File: config.mk
export PLATFORM = sky130hd
export DESIGN_NAME = fetch_unit
export DESIGN_NICKNAME = d
export VERILOG_FILES = /design/src/rtl/fetch_unit.sv
export SDC_FILE = /design/constraint.sdc
export NUM_CORES = 1
export LEC_CHECK = 0
export CAP_MARGIN = 40
export CORE_MARGIN = 5
export CORE_UTILIZATION = 35
export CTS_CLUSTER_DIAMETER = 30
export DETAILED_ROUTE_END_ITERATION = 12
export PLACE_DENSITY = 0.52
export SLEW_MARGIN = 10
export SYNTH_ARGS = -nofsm -noshare
export SYNTH_HDL_FRONTEND = slang
export SYNTH_SLANG_ARGS = --single-unit
File: constraint.sdc
create_clock -name clk -period 3.6 [get_ports clk]
set_input_delay 0.54 -clock clk [delete_from_list [all_inputs] [get_ports clk]]
set_output_delay 0.54 -clock clk [all_outputs]
set_load 0.03 [all_outputs]
File: src/rtl/fetch_unit.sv
// Instruction fetch stage: owns the PC, issues one icache read at a time, buffers {pc, instr} for decode.
// Optional feature macro: COMPRESSED_FETCH_EN (16-bit compressed instructions, 2-byte PC granularity).
module fetch_unit #(
  parameter logic [31:0] RESET_VECTOR = 32'h0000_0000,
  parameter int          FIFO_DEPTH   = 4
) (
  input  logic        clk,
  input  logic        reset,
  output logic        icache_read_request,
  output logic [31:0] icache_addr,
  input  logic        icache_read_response,
  input  logic [31:0] icache_read_data,
  input  logic        redirect_valid,
  input  logic [31:0] redirect_pc,
  output logic        instr_valid,
  input  logic        instr_ready,
  output logic [31:0] instr,
  output logic [31:0] instr_pc
);

  localparam int PTR_W = (FIFO_DEPTH > 1) ? $clog2(FIFO_DEPTH) : 1;
  localparam int CNT_W = PTR_W + 1;

  typedef enum logic {S_RUN, S_DISCARD} state_t;

  state_t             r_state;
  state_t             w_state_nxt;
  logic [31:0]        r_pc;
  logic [31:0]        r_redir_q;
  logic [PTR_W-1:0]   r_wr_ptr;
  logic [PTR_W-1:0]   r_rd_ptr;
  logic [CNT_W-1:0]   r_count;
  logic [31:0]        r_mem_instr [FIFO_DEPTH];
  logic [31:0]        r_mem_pc    [FIFO_DEPTH];

  logic               w_req;
  logic               w_resp;
  logic               w_full;
  logic               w_push;
  logic               w_pop;
  logic [31:0]        w_step;
  logic [31:0]        w_data;
  logic [31:0]        w_tgt;
  logic [31:0]        w_addr;

`ifdef COMPRESSED_FETCH_EN
  assign w_step = (icache_read_data[1:0] == 2'b11) ? 32'd4 : 32'd2;
  assign w_data = (icache_read_data[1:0] == 2'b11) ? icache_read_data
                                                   : {16'h0000, icache_read_data[15:0]};
  assign w_tgt  = redirect_pc & 32'hFFFF_FFFE;
  assign w_addr = r_pc;
`else
  assign w_step = 32'd4;
  assign w_data = icache_read_data;
  assign w_tgt  = redirect_pc & 32'hFFFF_FFFC;
  assign w_addr = r_pc & 32'hFFFF_FFFC;
`endif

  assign w_full = (r_count == CNT_W'(FIFO_DEPTH));
  assign w_resp = w_req & icache_read_response;
  // A redirect flushes the buffer; any pop in that cycle is moot.
  assign w_push = (r_state == S_RUN) && w_resp && !redirect_valid;
  assign w_pop  = instr_ready && (r_count != '0) && !redirect_valid;

  always_ff @(posedge clk) begin
    if (reset) r_state <= S_RUN;
    else       r_state <= w_state_nxt;
  end

  // An outstanding request cannot be aborted, so a redirect without a response parks in DISCARD.
  always_comb begin
    w_state_nxt = r_state;
    case (r_state)
      S_RUN:     if (redirect_valid && w_req && !w_resp) w_state_nxt = S_DISCARD;
      S_DISCARD: if (w_resp) w_state_nxt = S_RUN;
      default:   w_state_nxt = S_RUN;
    endcase
  end

  always_comb begin
    w_req = 1'b0;
    case (r_state)
      S_RUN:     w_req = !w_full;
      S_DISCARD: w_req = 1'b1;
      default:   w_req = 1'b0;
    endcase
    if (reset) w_req = 1'b0;
  end

  assign icache_read_request = w_req;
  assign icache_addr         = w_addr;
  assign instr_valid         = !reset && (r_count != '0);
  assign instr               = r_mem_instr[r_rd_ptr];
  assign instr_pc            = r_mem_pc[r_rd_ptr];

  always_ff @(posedge clk) begin
    if (reset) begin
      r_pc     <= RESET_VECTOR;
      r_count  <= '0;
      r_wr_ptr <= '0;
      r_rd_ptr <= '0;
    end else begin
      case (r_state)
        S_RUN: begin
          if (redirect_valid) begin
            if (!(w_req && !w_resp)) r_pc <= w_tgt;
          end else if (w_resp) begin
            r_pc <= r_pc + w_step;
          end
        end
        S_DISCARD: begin
          if (w_resp) r_pc <= redirect_valid ? w_tgt : r_redir_q;
        end
        default: r_pc <= r_pc;
      endcase
      if (redirect_valid) begin
        r_count  <= '0;
        r_wr_ptr <= '0;
        r_rd_ptr <= '0;
      end else begin
        if (w_push) r_wr_ptr <= r_wr_ptr + 1'b1;
        if (w_pop)  r_rd_ptr <= r_rd_ptr + 1'b1;
        r_count <= r_count + CNT_W'(w_push) - CNT_W'(w_pop);
      end
    end
  end

  // Redirect target and buffer storage carry no reset; validity is tracked by state/count.
  always_ff @(posedge clk) begin
    if (redirect_valid) r_redir_q <= w_tgt;
    if (w_push) begin
      r_mem_instr[r_wr_ptr] <= w_data;
      r_mem_pc[r_wr_ptr]    <= r_pc;
    end
  end

endmodule

==> results of run 1 <==
layer usage:
metal  vias up  wire length, um  global-route usage
li1       3512                -                   -
met1      3850            14300               0.210
met2       233            14700               0.234
met3        61             1760              0.0380
met4         0              870              0.0607
met5         -                0                   0
flip-flops by register name (all words and copies together), names as in the netlist, named ones only:
| register | count |
|---|---|
| r_mem_pc | 128 |
| r_pc | 32 |
| r_wr_ptr | 2 |
| r_state | 1 |
| r_mem_instr | 128 |
| r_rd_ptr | 2 |
| r_redir_q | 32 |
| r_count | 3 |
path summary, 6_finish.rpt:
path | cells after the start | slack (ns) | from | endpoint
max | 3 | 0.40 | flip-flop | instr_pc[8]
min | 2 | 0.46 | r_redir_q[3]$_DFF_P_ | r_redir_q[3]$_DFF_P_
max reg2reg | 6 | 1.07 | r_pc[2]$_SDFFE_PP0P_ | r_pc[22]$_SDFFE_PP0P_
min reg2reg | 2 | 0.46 | r_redir_q[3]$_DFF_P_ | r_redir_q[3]$_DFF_P_
placed cells by master, fill, tap and decap left out, types with 6 or more instances in the layout:
cell                              synthesis  layout
sky130_fd_sc_hd__edfxtp_1               256     256
sky130_fd_sc_hd__nor2_1                  36      35
sky130_fd_sc_hd__clkinvlp_4               0      11
sky130_fd_sc_hd__clkbuf_1                18      13
sky130_fd_sc_hd__mux4_2                  64      64
sky130_fd_sc_hd__buf_4                   33      25
sky130_fd_sc_hd__and2_1                  10       6
sky130_fd_sc_hd__inv_1                   12      12
sky130_fd_sc_hd__clkbuf_16                0      77
sky130_fd_sc_hd__o21ai_0                 22      22
sky130_fd_sc_hd__clkinv_2                 0      13
sky130_fd_sc_hd__nor3_1                   9       9
sky130_fd_sc_hd__mux2_2                  29      29
sky130_fd_sc_hd__ha_1                     7       7
sky130_fd_sc_hd__nor2b_1                  6       6
sky130_fd_sc_hd__bufinv_16                0       7
sky130_fd_sc_hd__a21oi_1                 24      24
sky130_fd_sc_hd__nand3_1                 18      18
sky130_fd_sc_hd__nand2_1                 40      40
sky130_fd_sc_hd__nor4_1                   6       6
sky130_fd_sc_hd__clkdlybuf4s50_1          0     161
sky130_fd_sc_hd__dfxtp_1                 74      72
sky130_fd_sc_hd__buf_12                   0       7
sky130_fd_sc_hd__nand4_1                 11      11
sky130_fd_sc_hd__clkinv_1                 0       8
final cells by class:
type / instances / area [um^2]
fillers: 3229 / 19600
well taps: 511 / 639
multi-input cells: 374 / 3510
flip-flops and latches: 330 / 9180
repair buffers: 194 / 1940
inverters: 12 / 45.0
clock inverters: 44 / 447
clock buffers: 92 / 2000
stage by stage:
stage,instances,util
after global placement,1421,0.410
after global routing,1557,0.475
after floorplan,789,-
final,1557,0.475
after detailed placement,1421,0.410
after CTS,1557,0.475
kinds of logic after synthesis:
logic type      share of synthesized area
flops                               0.698
simple gates                       0.0679
other cells                      0.000285
xor+xnor                          0.00333
buf+inv                            0.0365
mux                                 0.139
fa+ha+maj                         0.00819
compound gates                     0.0468
worst min-delay path, delay by kind of cell (launching register included):
| kind | cells | cell delay, ns |
|---|---|---|
| flip-flops | 1 | 0.30 |
| AO/OA/AOI/OAI | 1 | 0.06 |
| buffers and inverters | 1 | 0.04 |
report_power, final:
group	switching (W)	internal, W
Combinational	0.000339	0.000272
Clock	0.00204	0.00443
Sequential	0.0000764	0.00422
==> results.py, run 1 <==
metrics = {
    "clock_tree": {
        "clock_latency_ns": 0.57,
        "number_of_clock_sinks": 330,
        "clock_path_buffers": 3,
        "cts_hold_buffers": 0,
        "cts.repair_timing.setup_buffer_count": 0,
        "clock-root-buffer": "sky130_fd_sc_hd__clkbuf_16",
        "cts-buffers-inserted": 75,
        "clk_transition_reported_paths_ns": 0.04,
        "cts-resized-gates": 0,
        "tritoncts": "yes",
        "cts-htree-levels": 3,
    },
    "timing": {
        "tightestPinTransition_ns": 0.536,
        "fin_setup_tns_ns": 0,
        "timing.final.ws_setup_ns": 0.402,
        "slew_violations": 0,
        "finalSetupViolations": 0,
        "hold-worst-slack_ns": 0.457,
        "fmax_mhz": 313,
        "slew-limit-headroom": 0.642,
        "period_minus_slack_ns": 3.20,
        "layout_worst_path_cycle_share": 0.888,
        "rsz_0062_raised_after_global_routing": "no",
        "final_hold_viol_count": 0,
        "final.setup_skew_ns": 0.0262,
    },
    "yosys": {
        "synth_flop_cell": "sky130_fd_sc_hd__edfxtp_1",
        "synth.yosys.seq_area_share": 0.698,
        "synthTopCellsByCount": "sky130_fd_sc_hd__edfxtp_1 (256), sky130_fd_sc_hd__dfxtp_1 (74), sky130_fd_sc_hd__mux4_2 (64)",
        "synth_largest_area_cell": "sky130_fd_sc_hd__edfxtp_1",
        "post_synth_inst_count": 788,
        "post_synth_instance_area_um2": 13100,
        "share_of_yosys_cell_area_claimed_by_the_top_area_cell_type": 0.585,
        "synth-edff-count": 256,
        "post_synth.cell_area_avg_um2": 16.7,
        "synthesis.yosys.warnings": 0,
        "most_numerous_cell_in_the_yosys_netlist": "sky130_fd_sc_hd__edfxtp_1",
        "synth_cell_types": 67,
        "asyncSetResetFlopFracSynth": 0,
        "post_synth_main_area_contributors": "sky130_fd_sc_hd__edfxtp_1 (58%), sky130_fd_sc_hd__dfxtp_1 (11%), sky130_fd_sc_hd__mux4_2 (11%)",
        "synth-seq-cells": 330,
    },
    "worst_setup_path": {
        "crit_path_max_fanout": 22,
        "worst-path-buf-inv": 2,
        "cp_cell_sequence": "buf_12 > mux4_2 > clkdlybuf4s50_1",
        "cp_slowest_stage_delay_ns": 0.66,
        "critical_path_class": "flip-flop to output pin",
        "timing.critical_path.from_type": "flip-flop",
        "critPathArrivalTime_ns": 2.66,
        "critical_path.slowest_cell": "sky130_fd_sc_hd__clkdlybuf4s50_1",
        "endpoint_kind": "output pin",
        "cp_data_required_time_ns": 3.06,
        "path_delay_family": "buffers and inverters",
    },
    "drt": {
        "drt-pass1-iter-count": 5,
        "route.detailed.vias_per_inst": 4.92,
        "via_count": 7656,
        "drt_iter0_drc": 418,
        "postRouteAntennaNets": 0,
        "routed_wire_length_per_instance_um": 20.3,
        "drt_wl_total_mm": 31.6,
        "route.detailed.drc": 0,
    },
    "floorplan": {
        "initial_core_utilization": 0.351,
        "design.die.area_um2": 41500,
        "rows": 71,
        "core_footprint_um2": 37400,
        "ioPinCount": 167,
        "die-width_um": 204,
        "floorplan.die.height_um": 204,
    },
    "power": {
        "total_power_w": 0.0114,
        "ir_drop_v": 0.000289,
        "power.static_leakage_nw": 5.92,
        "powerDensity_nw_per_um2": 640,
    },
    "cells_and_area": {
        "num-nets-final": 1064,
        "num_antenna_cells": 0,
        "area_delta_synth_final_pct": 35.2,
        "final_cell_area_um2": 17800,
        "fraction_of_final_layout_cells_sized_beyond_drive_strength_1": 0.249,
    },
    "hold_path": {
        "min-delay-path-class": "flip-flop to flip-flop",
    },
    "run_status": {
        "run_status": "finished clean",
    },
    "global_routing": {
        "grt_pass1_wl_mm": 48.4,
        "grt_overflow": 0,
        "gr-usage-all-layers": 0.152,
        "via_count_of_the_first_global_routing_pass": 8051,
        "grt_antenna_before_repair": 0,
        "grt_start_max_net_pins": 65,
    },
    "job": {
        "drv.max_cap_violation_count": 0,
    },
    "placement": {
        "final_estimated_routing_congestion_in_global_placement": 0.771,
        "place_worst_setup_slack_ns": 0.561,
        "port_buffers": 162,
        "postPlaceCellArea_um2": 15300,
        "hpwlAfterDp_mm": 19.5,
    },
}
(Power assumes the default switching activity.)
==> run 2: changes to the inputs <==
ABC_AREA = 1   (was not set)
CORE_ASPECT_RATIO = 2   (was not set)
==> results.py, run 2 <==
metrics = {
    "run_status": {
        "run_status": "finished clean",
    },
    "worst_setup_path": {
        "timing.critical_path.from_type": "flip-flop",
        "setup.reg_to_reg.worst_slack_ns": 1.10,
        "cp_cell_sequence": "inv_4 > buf_12 > o21ai_0 > o22ai_1 > clkdlybuf4s50_1",
        "critPathArrivalTime_ns": 2.73,
        "cp_slowest_stage_delay_ns": 0.75,
        "endpoint_kind": "output pin",
        "r2r_cells": 13,
        "critical_path.slowest_cell": "sky130_fd_sc_hd__clkdlybuf4s50_1",
        "path_delay_family": "buffers and inverters",
        "critical_path_class": "flip-flop to output pin",
        "crit-reg2reg-capture": "r_count[2]$_SDFF_PP0_",
        "r2r_start": "r_state$_SDFF_PP0_",
        "crit_path_max_fanout": 88,
        "worst-path-buf-inv": 3,
        "crit_cells": 5,
        "cp_data_required_time_ns": 3.06,
    },
    "hold_path": {
        "min_delay_path_depth": 2,
        "hold_path.startpoint": "r_redir_q[0]$_DFF_P_",
        "hold_path_end": "r_redir_q[0]$_DFF_P_",
        "min-delay-path-class": "flip-flop to flip-flop",
    },
    "clock_tree": {
        "clock_latency_ns": 0.54,
        "clock-root-buffer": "sky130_fd_sc_hd__clkbuf_16",
        "cts.repair_timing.setup_buffer_count": 0,
        "cts-buffers-inserted": 42,
        "number_of_clock_sinks": 330,
        "clk_transition_reported_paths_ns": 0.05,
        "cts_hold_buffers": 0,
        "clock_path_buffers": 3,
        "cts-resized-gates": 0,
        "cts-htree-levels": 2,
        "tritoncts": "yes",
    },
    "cells_and_area": {
        "area_delta_synth_final_pct": 25.2,
        "layoutNonFillerInstCount": 1946,
        "num-nets-final": 1475,
        "num_antenna_cells": 0,
        "largest_registers": "r_mem_instr: 128 flops, r_mem_pc: 128 flops",
        "fraction_of_final_layout_cells_sized_beyond_drive_strength_1": 0.0776,
        "mostFrequentLayoutCell": "sky130_fd_sc_hd__edfxtp_1",
        "layout_common_cells": "sky130_fd_sc_hd__edfxtp_1 (256), sky130_fd_sc_hd__nand2_1 (223), sky130_fd_sc_hd__nor2_1 (203)",
    },
    "timing": {
        "tightestPinTransition_ns": 0.559,
        "fmax_mhz": 306,
        "layout_worst_path_cycle_share": 0.909,
        "slew_violations": 0,
        "period_minus_slack_ns": 3.27,
        "final.setup_skew_ns": 0.00867,
        "slew-limit-headroom": 0.627,
        "fin_setup_tns_ns": 0,
        "final_hold_viol_count": 0,
        "finalSetupViolations": 0,
        "rsz_0062_raised_after_global_routing": "no",
        "timing.final.ws_setup_ns": 0.329,
    },
    "job": {
        "drv.max_cap_violation_count": 0,
    },
    "power": {
        "power.static_leakage_nw": 6.01,
        "power.share.sequential": 0.478,
        "ir_drop_v": 0.000298,
        "psw_w": 0.00209,
        "power.clock.fraction": 0.457,
        "powerDensity_nw_per_um2": 534,
        "intPower_w": 0.00692,
        "netSwitchingFraction": 0.232,
        "power.share.combinational": 0.065,
    },
    "global_routing": {
        "grt_pass1_wl_mm": 53.3,
        "grt_overflow": 0,
        "gr-usage-all-layers": 0.160,
        "grt_antenna_before_repair": 0,
        "via_count_of_the_first_global_routing_pass": 9463,
        "grt_start_max_net_pins": 129,
    },
    "yosys": {
        "most_numerous_cell_in_the_yosys_netlist": "sky130_fd_sc_hd__edfxtp_1",
        "post_synth_inst_count": 1266,
        "synth_flop_cell": "sky130_fd_sc_hd__edfxtp_1",
        "synthesis.yosys.warnings": 0,
        "synth.yosys.seq_area_share": 0.680,
        "synth_cell_types": 37,
        "post_synth_main_area_contributors": "sky130_fd_sc_hd__edfxtp_1 (57%), sky130_fd_sc_hd__dfxtp_1 (11%), sky130_fd_sc_hd__o21ai_0 (6.5%)",
        "synth-seq-cells": 330,
        "post_synth_instance_area_um2": 13500,
        "synth-edff-count": 256,
        "synth_largest_area_cell": "sky130_fd_sc_hd__edfxtp_1",
        "synthTopCellsByCount": "sky130_fd_sc_hd__edfxtp_1 (256), sky130_fd_sc_hd__nand2_1 (223), sky130_fd_sc_hd__nor2_1 (207)",
        "asyncSetResetFlopFracSynth": 0,
        "post_synth.cell_area_avg_um2": 10.7,
        "share_of_yosys_cell_area_claimed_by_the_top_area_cell_type": 0.570,
    },
    "floorplan": {
        "floorplan.die.height_um": 288,
        "ioPinCount": 167,
        "rows": 101,
        "core_footprint_um2": 38000,
        "initial_core_utilization": 0.355,
        "design.die.area_um2": 42800,
        "die-width_um": 149,
    },
    "drt": {
        "drt_wl_total_mm": 34.3,
        "postRouteAntennaNets": 0,
        "drt_iter0_drc": 456,
        "routed_wire_length_per_instance_um": 17.6,
        "route.detailed.vias_per_inst": 4.82,
        "via_count": 9382,
        "drt-pass1-iter-count": 5,
        "route.detailed.drc": 0,
    },
    "placement": {
        "hpwlAfterDp_mm": 21.4,
        "final_estimated_routing_congestion_in_global_placement": 0.867,
        "port_buffers": 162,
        "dp_cells": 1869,
        "place_worst_setup_slack_ns": 0.444,
    },
}
-- run 2: power by group through the flow --
stage | clock, W | combinational (W) | sequential (W)
2_1_floorplan | 0 | 0.000375 | 0.00435
3_3_place_gp | 0 | 0.000592 | 0.00438
3_5_place_dp | 0 | 0.000596 | 0.00439
4_1_cts | 0.00424 | 0.000598 | 0.00431
5_1_grt | 0.00439 | 0.000644 | 0.00432
6_report | 0.00412 | 0.000586 | 0.00431
-- run 2: area by class of cell --
cell class / instances / area, um^2
clock buffer: 47 / 1070
clock inverter: 30 / 322
fill: 3594 / 21100
inverter: 66 / 253
multi-input combinational: 777 / 3590
sequential: 330 / 9170
tap: 515 / 644
timing repair buffer: 181 / 1840
-- run 2: metrics by stage --
stage               area, um^2  utilization  power (W)  hold WS [ns]
finish                   16900        0.444    0.00901         0.421
global route             16900        0.444    0.00936         0.449
CTS                      16900        0.444    0.00915         0.421
global placement         15500        0.407    0.00498         0.414
detailed placement       15500        0.407    0.00498         0.411
floorplan                13500            -    0.00472         0.400
-- run 2: cells by family after synthesis --
kind of cell,synth area share
and+or+nand+nor,0.144
DFF,0.680
other,0.000278
adders and majority gates,0.00798
xor gates and xnor gates,0.000649
buffers and inverters,0.0568
AOI/OAI and AO/OA,0.110
-- run 2: tightest hold or removal path, stage by stage (launching register included) --
cell and delay, ns:
sky130_fd_sc_hd__dfxtp_1 0.29, sky130_fd_sc_hd__inv_1 0.04, sky130_fd_sc_hd__nor2_1 0.04
-- run 2: how the worst max path moves through the flow --
| stage | start | end | slack (ns) |
|---|---|---|---|
| final | flip-flop | instr_pc[21] | 0.33 |
| after global routing | flip-flop | instr_pc[20] | 0.18 |
| after CTS | flip-flop | instr_pc[21] | 0.26 |
| after detailed placement | redirect_valid | r_count[2]$_SDFF_PP0_ | 0.44 |
| after global placement | redirect_valid | r_count[2]$_SDFF_PP0_ | 0.50 |
| after floorplan | redirect_valid | r_mem_instr[0][0]$_DFFE_PP_ | -0.79 |
-- run 2: routing by layer --
metal / global-route usage / wire [um] / vias to the layer above
met5: 0 / 0 / -
met4: 0.0644 / 1290 / 0
met3: 0.0254 / 1550 / 68
met2: 0.297 / 18500 / 235
met1: 0.180 / 13000 / 4448
li1: - / - / 4631
